--- src/rtl/rvfi_commit_sequencer.sv ---
`default_nettype none
// +--------------------------------------------------------------------------+
// | Module   : rvfi_commit_sequencer (with package rvfi_pkg)                 |
// | Purpose  : Packs the per-cycle RVFI commit ports into one in-order       |
// |            stream for the trace writer. Buffers up to FIFO_DEPTH         |
// |            retired/trapped entries, drains one per valid/ready handshake,|
// |            and owns simulation-end control (drained ECALL or timeout).   |
// | Ports    : clk_i, rst_i (async, active-high)                             |
// |            rvfi_i[NR_COMMIT_PORTS]  commit ports, port 0 oldest          |
// |            trace_valid_o/trace_ready_i/trace_o  head-of-FIFO stream      |
// |            overflow_o, drop_cnt_o   sticky drop flag, saturating count   |
// |            halt_o, timeout_o        simulation end reason                |
// |            cycles_o, instret_o      cycle count, drained-valid count     |
// | Options  : RVFI_SEQ_INSTRET_EN - build the 64-bit instret_o counter;     |
// |            when undefined instret_o is tied to zero.                     |
// | Revision : 1.0 - initial release                                         |
// +--------------------------------------------------------------------------+

package rvfi_pkg;
  typedef struct packed {
    logic        valid;
    logic [63:0] order;
    logic [31:0] insn;
    logic        trap;
    logic        halt;
    logic        intr;
    logic [4:0]  rd_addr;
    logic [31:0] rd_wdata;
    logic [31:0] pc_rdata;
    logic [31:0] pc_wdata;
  } rvfi_instr_t;
endpackage

module rvfi_commit_sequencer
  import rvfi_pkg::*;
#(
  parameter int NR_COMMIT_PORTS = 2,
  parameter int FIFO_DEPTH      = 8,
  parameter int TIMEOUT         = 200000
) (
  input  logic                              clk_i,
  input  logic                              rst_i,
  input  rvfi_instr_t [NR_COMMIT_PORTS-1:0] rvfi_i,
  output logic                              trace_valid_o,
  input  logic                              trace_ready_i,
  output rvfi_instr_t                       trace_o,
  output logic                              overflow_o,
  output logic [15:0]                       drop_cnt_o,
  output logic                              halt_o,
  output logic                              timeout_o,
  output logic [31:0]                       cycles_o,
  output logic [63:0]                       instret_o
);

  localparam int              c_AW       = (FIFO_DEPTH > 1) ? $clog2(FIFO_DEPTH) : 1;
  localparam int              c_CW       = $clog2(FIFO_DEPTH + NR_COMMIT_PORTS + 1);
  localparam int              c_PW       = (NR_COMMIT_PORTS > 1) ? $clog2(NR_COMMIT_PORTS) : 1;
  localparam logic [c_AW-1:0] c_PTR_MASK = c_AW'(FIFO_DEPTH - 1);
  localparam logic [c_CW-1:0] c_DEPTH    = c_CW'(FIFO_DEPTH);
  localparam logic [31:0]     c_ECALL    = 32'h00000073;
  localparam logic [31:0]     c_TIMEOUT  = 32'(TIMEOUT);

  typedef enum logic [1:0] {
    ST_RUN   = 2'd0,
    ST_DRAIN = 2'd1,
    ST_DONE  = 2'd2
  } state_t;

  state_t          r_state;
  rvfi_instr_t     r_mem [FIFO_DEPTH];
  logic [c_AW-1:0] r_rd_ptr;
  logic [c_AW-1:0] r_wr_ptr;
  logic [c_CW-1:0] r_count;
  logic            r_overflow;
  logic [15:0]     r_drop_cnt;
  logic            r_halt;
  logic            r_timeout;
  logic [31:0]     r_cycles;

  rvfi_instr_t [NR_COMMIT_PORTS-1:0] w_pk;
  logic [c_CW-1:0] w_n_elig;
  logic [c_CW-1:0] w_space;
  logic [c_CW-1:0] w_n_fit;
  logic [c_CW-1:0] w_ecall_len;
  logic [c_CW-1:0] w_n_push;
  logic [c_CW-1:0] w_n_drop;
  logic            w_hit;
  logic            w_pop;
  logic            w_head_ecall;
  logic [16:0]     w_drop_sum;

  // Compact eligible ports into consecutive slots, preserving port order.
  always_comb begin
    w_pk     = '0;
    w_n_elig = '0;
    for (int i = 0; i < NR_COMMIT_PORTS; i++) begin
      if (rvfi_i[i].valid || rvfi_i[i].trap) begin
        w_pk[w_n_elig[c_PW-1:0]] = rvfi_i[i];
        w_n_elig                 = w_n_elig + c_CW'(1);
      end
    end
  end

  // Space is taken before this cycle's pop, so a pop never frees room for a
  // same-cycle push. A written ECALL truncates the packed group right after
  // itself; those trailing entries are discarded, not counted as drops.
  always_comb begin
    w_space     = c_DEPTH - r_count;
    w_n_fit     = (w_n_elig < w_space) ? w_n_elig : w_space;
    w_hit       = 1'b0;
    w_ecall_len = '0;
    for (int j = 0; j < NR_COMMIT_PORTS; j++) begin
      if (!w_hit && (c_CW'(j) < w_n_fit) && w_pk[j].valid && (w_pk[j].insn == c_ECALL)) begin
        w_hit       = 1'b1;
        w_ecall_len = c_CW'(j + 1);
      end
    end
    w_n_push = '0;
    w_n_drop = '0;
    if (r_state == ST_RUN) begin
      if (w_hit) begin
        w_n_push = w_ecall_len;
      end else begin
        w_n_push = w_n_fit;
        w_n_drop = w_n_elig - w_n_fit;
      end
    end
  end

  assign trace_valid_o = (r_count != '0) && (r_state != ST_DONE);
  assign trace_o       = r_mem[r_rd_ptr];
  assign w_pop         = trace_valid_o && trace_ready_i;
  assign w_head_ecall  = trace_o.valid && (trace_o.insn == c_ECALL);
  assign w_drop_sum    = {1'b0, r_drop_cnt} + 17'(w_n_drop);

  always_ff @(posedge clk_i or posedge rst_i) begin
    if (rst_i) begin
      r_state    <= ST_RUN;
      r_rd_ptr   <= '0;
      r_wr_ptr   <= '0;
      r_count    <= '0;
      r_overflow <= 1'b0;
      r_drop_cnt <= '0;
      r_halt     <= 1'b0;
      r_timeout  <= 1'b0;
      r_cycles   <= '0;
    end else begin
      r_rd_ptr <= (r_rd_ptr + c_AW'(w_pop)) & c_PTR_MASK;
      r_wr_ptr <= (r_wr_ptr + c_AW'(w_n_push)) & c_PTR_MASK;
      r_count  <= r_count + w_n_push - c_CW'(w_pop);

      if (w_n_drop != '0) begin
        r_overflow <= 1'b1;
        r_drop_cnt <= w_drop_sum[16] ? 16'hFFFF : w_drop_sum[15:0];
      end

      if (r_state != ST_DONE) begin
        r_cycles <= r_cycles + 32'd1;
      end

      // Timeout takes priority over a simultaneous ECALL completion.
      if ((r_state != ST_DONE) && (r_cycles > c_TIMEOUT)) begin
        r_state   <= ST_DONE;
        r_timeout <= 1'b1;
      end else begin
        case (r_state)
          ST_RUN: begin
            if (w_hit) begin
              r_state <= ST_DRAIN;
            end
          end
          ST_DRAIN: begin
            // No pushes happen in DRAIN, so the only ECALL left is the one
            // that caused the transition.
            if (w_pop && w_head_ecall) begin
              r_state <= ST_DONE;
              r_halt  <= 1'b1;
            end
          end
          default: begin
          end
        endcase
      end
    end
  end

  // Storage carries no reset; occupancy is governed by r_count alone.
  always_ff @(posedge clk_i) begin
    for (int j = 0; j < NR_COMMIT_PORTS; j++) begin
      if (c_CW'(j) < w_n_push) begin
        r_mem[(r_wr_ptr + c_AW'(j)) & c_PTR_MASK] <= w_pk[j];
      end
    end
  end

  assign overflow_o = r_overflow;
  assign drop_cnt_o = r_drop_cnt;
  assign halt_o     = r_halt;
  assign timeout_o  = r_timeout;
  assign cycles_o   = r_cycles;

`ifdef RVFI_SEQ_INSTRET_EN
  logic [63:0] r_instret;

  // Pops cannot occur in DONE, so the counter freezes there naturally.
  always_ff @(posedge clk_i or posedge rst_i) begin
    if (rst_i) begin
      r_instret <= '0;
    end else if (w_pop && trace_o.valid) begin
      r_instret <= r_instret + 64'd1;
    end
  end

  assign instret_o = r_instret;
`else
  assign instret_o = 64'h0;
`endif

endmodule
`default_nettype wire

--- config.mk ---
export PLATFORM = sky130hd
export DESIGN_NAME = rvfi_commit_sequencer
export DESIGN_NICKNAME = d
export VERILOG_FILES = /design/src/rtl/rvfi_commit_sequencer.sv
export SDC_FILE = /design/constraint.sdc
export NUM_CORES = 2
export LEC_CHECK = 0
export CAP_MARGIN = 20
export CORE_MARGIN = 2
export CORE_UTILIZATION = 40
export DETAILED_ROUTE_END_ITERATION = 10
export PLACE_DENSITY = 0.64
export SYNTH_ARGS = -nofsm -noshare
export SYNTH_HDL_FRONTEND = slang
export SYNTH_SLANG_ARGS = --single-unit
--- constraint.sdc ---
create_clock -name clk_i -period 18.8 [get_ports clk_i]
set_input_delay 2.82 -clock clk_i [delete_from_list [all_inputs] [get_ports clk_i]]
set_output_delay 2.82 -clock clk_i [all_outputs]
set_load 0.005 [all_outputs]
==> impl_metrics.ini <==
[layout]
multi_input_area_um2 = 42400
design_area_um2 = 110000
regArea_um2 = 49900
layout_commonest_cell = edfxtp_1
synthToLayoutAreaGrowth_pct = 11.9
fillers = 21700
final_layout_size_suffix_gt1_frac = 0.132
layout_common_cells = edfxtp_1, mux2i_1, o22ai_1, clkdlybuf4s50_1, mux4_2
final_nets = 7787

[timing]
max_clock_freq_mhz = 115
timing.final.crit_share = 0.463
worstMarginPinSlew_ns = 1.26
fin_ws_ns = 10.09
finalSetupViolations = 0
fin_tns_setup_ns = 0
fin_crit_ns = 8.71
maxSlewViolCount = 0
rsz0062_at_grt = false
final_hold_viol_count = 0
fin_skew_ns = 0.0463
slew_headroom = 0.161

[setup_path]
cp_max_fo = 48
r2r_start = r_rd_ptr[1]
reg2reg_slack_ns = 12.90
r2r_end = r_state[0]
endpoint_kind = register
cp.required_ns = 19.24
cp.arrival_ns = 9.16
path_class = primary input to register
start_kind = primary input
r2r_cells = 9

[drt]
drc_errors = 0
post_drt_wl_per_cell_um = 31.4
drtAntennaViolNets = 0
routed_wl_mm = 338
via_per_inst = 6.59
drtIter0Drc = 8833
firstDrtPassIters = 6
vias = 71000

[floorplan]
rows = 182
chipWidth_um = 500
io-pin-count = 722
start_util = 0.401
die_h_um = 500
core_um2 = 245000
dieArea_um2 = 250000

[pwr]
p_leak_nw = 44.7
combPwrFrac = 0.084
p_sw_mw = 2.00
p_clk_frac = 0.423
seqPwrFrac = 0.493
p_total_mw = 8.36
p_per_area_nw_per_um2 = 75.9
p_int_mw = 6.36
ir_drop_mv = 0.0759
switching_share = 0.239

[cts]
hold_buffers = 0
clock_latency_ns = 0.87
cts_sinks = 1671
cts_tree = built
path_clk_slew_ns = 0.06
post-cts-setup-buffer-count = 0
htree_levels = 4
cts_buffers = 188
clockBufferDepth = 3
cts_root_buffer = clkbuf_16
cts_resized = 0

[global_routing]
grt_overflow_total = 0
grt_use_total = 0.259
grt_first_pass_wirelength_mm = 483
grt_max_degree = 205
grt_pass1_vias = 70100
antenna_found_initial = 65

[logic_synthesis]
yosys_warnings = 0
syn-mean-instance-area_um2 = 13.2
syn_area_um2 = 98500
synth.distinct_cells = 64
ys.flop_type = edfxtp_1
yosysTopAreaCell = edfxtp_1
synth_seq_cells = 1671
async_flop_share = 0.0377
seq_area_frac_synth = 0.506
synth_enable_flop_cells = 1608
synth_area_leaders = edfxtp_1, mux2i_1, o22ai_1
synth.top_cell.area_share = 0.490
syn-instance-count = 7480

[status]
status = finished clean

[min_path]
hold_end = halt_o
hold_path_class = register to register
holdPathStages = 1
holdCritStartpoint = halt_o

[place]
post-place-ws_ns = 9.29
io_buffers = 657
dpl_cell_area_um2 = 104000
place.gp.congestion = 0.826
dp_hpwl_mm = 179

[run]
maxCapViolations = 0
==> stage by stage <==
step                      instances   util  hold slack, ns
after CTS                     10700  0.449           0.484
after global routing          10700  0.449           0.539
final                         10800  0.449           0.492
after detailed placement      10400  0.426           0.467
after global placement        10400  0.426           0.462
after floorplan                7543      -           0.459
==> cells in the mapped netlist, types with 5 or more instances <==
master and n:
edfxtp_1 1608, mux2i_1 1607, o22ai_1 1594, clkbuf_1 656, mux4_2 396, nand2_1 241, buf_1 232, mux2_2 198
and2_1 193, buf_4 104, dfrtp_1 63, buf_12 50, a21oi_1 48, buf_6 48, buf_8 46, xnor2_1 45
nor2_1 34, buf_2 30, inv_1 29, nand4_1 29, nand3_1 26, ha_1 20, nor4_1 15, nor3_1 13
xor2_1 12, and2_0 11, and3_1 11, mux2_1 11, nand2b_1 11, nor2b_1 8, nor2_2 7, o21ai_0 7
a21o_1 6, o21ai_1 6, or4_1 6, a31oi_1 5, nor3b_1 5, nor4b_1 5
==> flip-flops by register name, summed over array words and instances, names as in the netlist, 2 cells and up <==
name        count
cycles_o       32
drop_cnt_o     16
r_count         4
r_mem        1608
r_rd_ptr        3
r_state         2
r_wr_ptr        3
==> area by class of cell <==
cell class	instances	area share
tap	3220	0.0366
inverter	29	0.000988
timing repair buffer	791	0.0724
antenna	41	0.000931
clock buffer	238	0.0452
sequential	1671	0.453
multi-input combinational	4677	0.385
clock inverter	102	0.00672
==> how the worst max path moves through the flow <==
stage,startpoint,end,slack (ns),depth (start not counted)
global placement,rvfi_i[200],r_mem[4][11],9.38,16
CTS,r_rd_ptr[0],trace_o[26],10.15,6
detailed placement,rvfi_i[200],r_mem[2][177],9.29,13
finish,rvfi_i[200],r_mem[2][179],10.09,13
global route,rvfi_i[200],r_mem[2][179],9.87,13
floorplan,rvfi_i[304],r_mem[1][0],4.17,11
==> power by group through the flow <==
stage / clock [mW] / combinational, mW / sequential [mW]
after CTS: 3.57 / 0.690 / 4.12
after floorplan: 0 / 0.506 / 4.20
after global placement: 0 / 0.663 / 4.20
final: 3.54 / 0.704 / 4.12
after detailed placement: 0 / 0.685 / 4.20
after global routing: 3.71 / 0.766 / 4.12
==> cell families (layout without fill, tap and decap cells) <==
| logic type | Yosys count | count (layout) | synth area share |
|---|---|---|---|
| compound gates | 1688 | 1688 | 0.107 |
| xor+xnor | 57 | 57 | 0.00507 |
| fa+ha+maj | 24 | 24 | 0.00335 |
| buf+inv | 1195 | 1160 | 0.0671 |
| flops | 1671 | 1671 | 0.506 |
| mux | 2212 | 2212 | 0.278 |
| other cells | 2 | 106 | 0.0000763 |
| simple gates | 631 | 631 | 0.0331 |
==> routing by layer <==
layer / vias to the layer above / share of wire / GRT usage
met1: 36000 / 0.39 / 0.350
met4: 64 / 0.039 / 0.110
met5: - / 0.0012 / 0
li1: 29600 / - / -
met3: 855 / 0.11 / 0.0557
met2: 4423 / 0.46 / 0.404
==> critical path, stage by stage <==
cell	delay, ns
clkdlybuf4s50_1	0.88
nor2_4	0.41
inv_1	0.20
ha_1	0.31
inv_1	0.08
o32a_1	0.35
o221ai_1	0.29
o21bai_1	0.26
nand3_1	0.41
o31ai_4	0.85
buf_4	0.54
buf_4	0.69
buf_4	0.91
(Power assumes the default switching activity.)
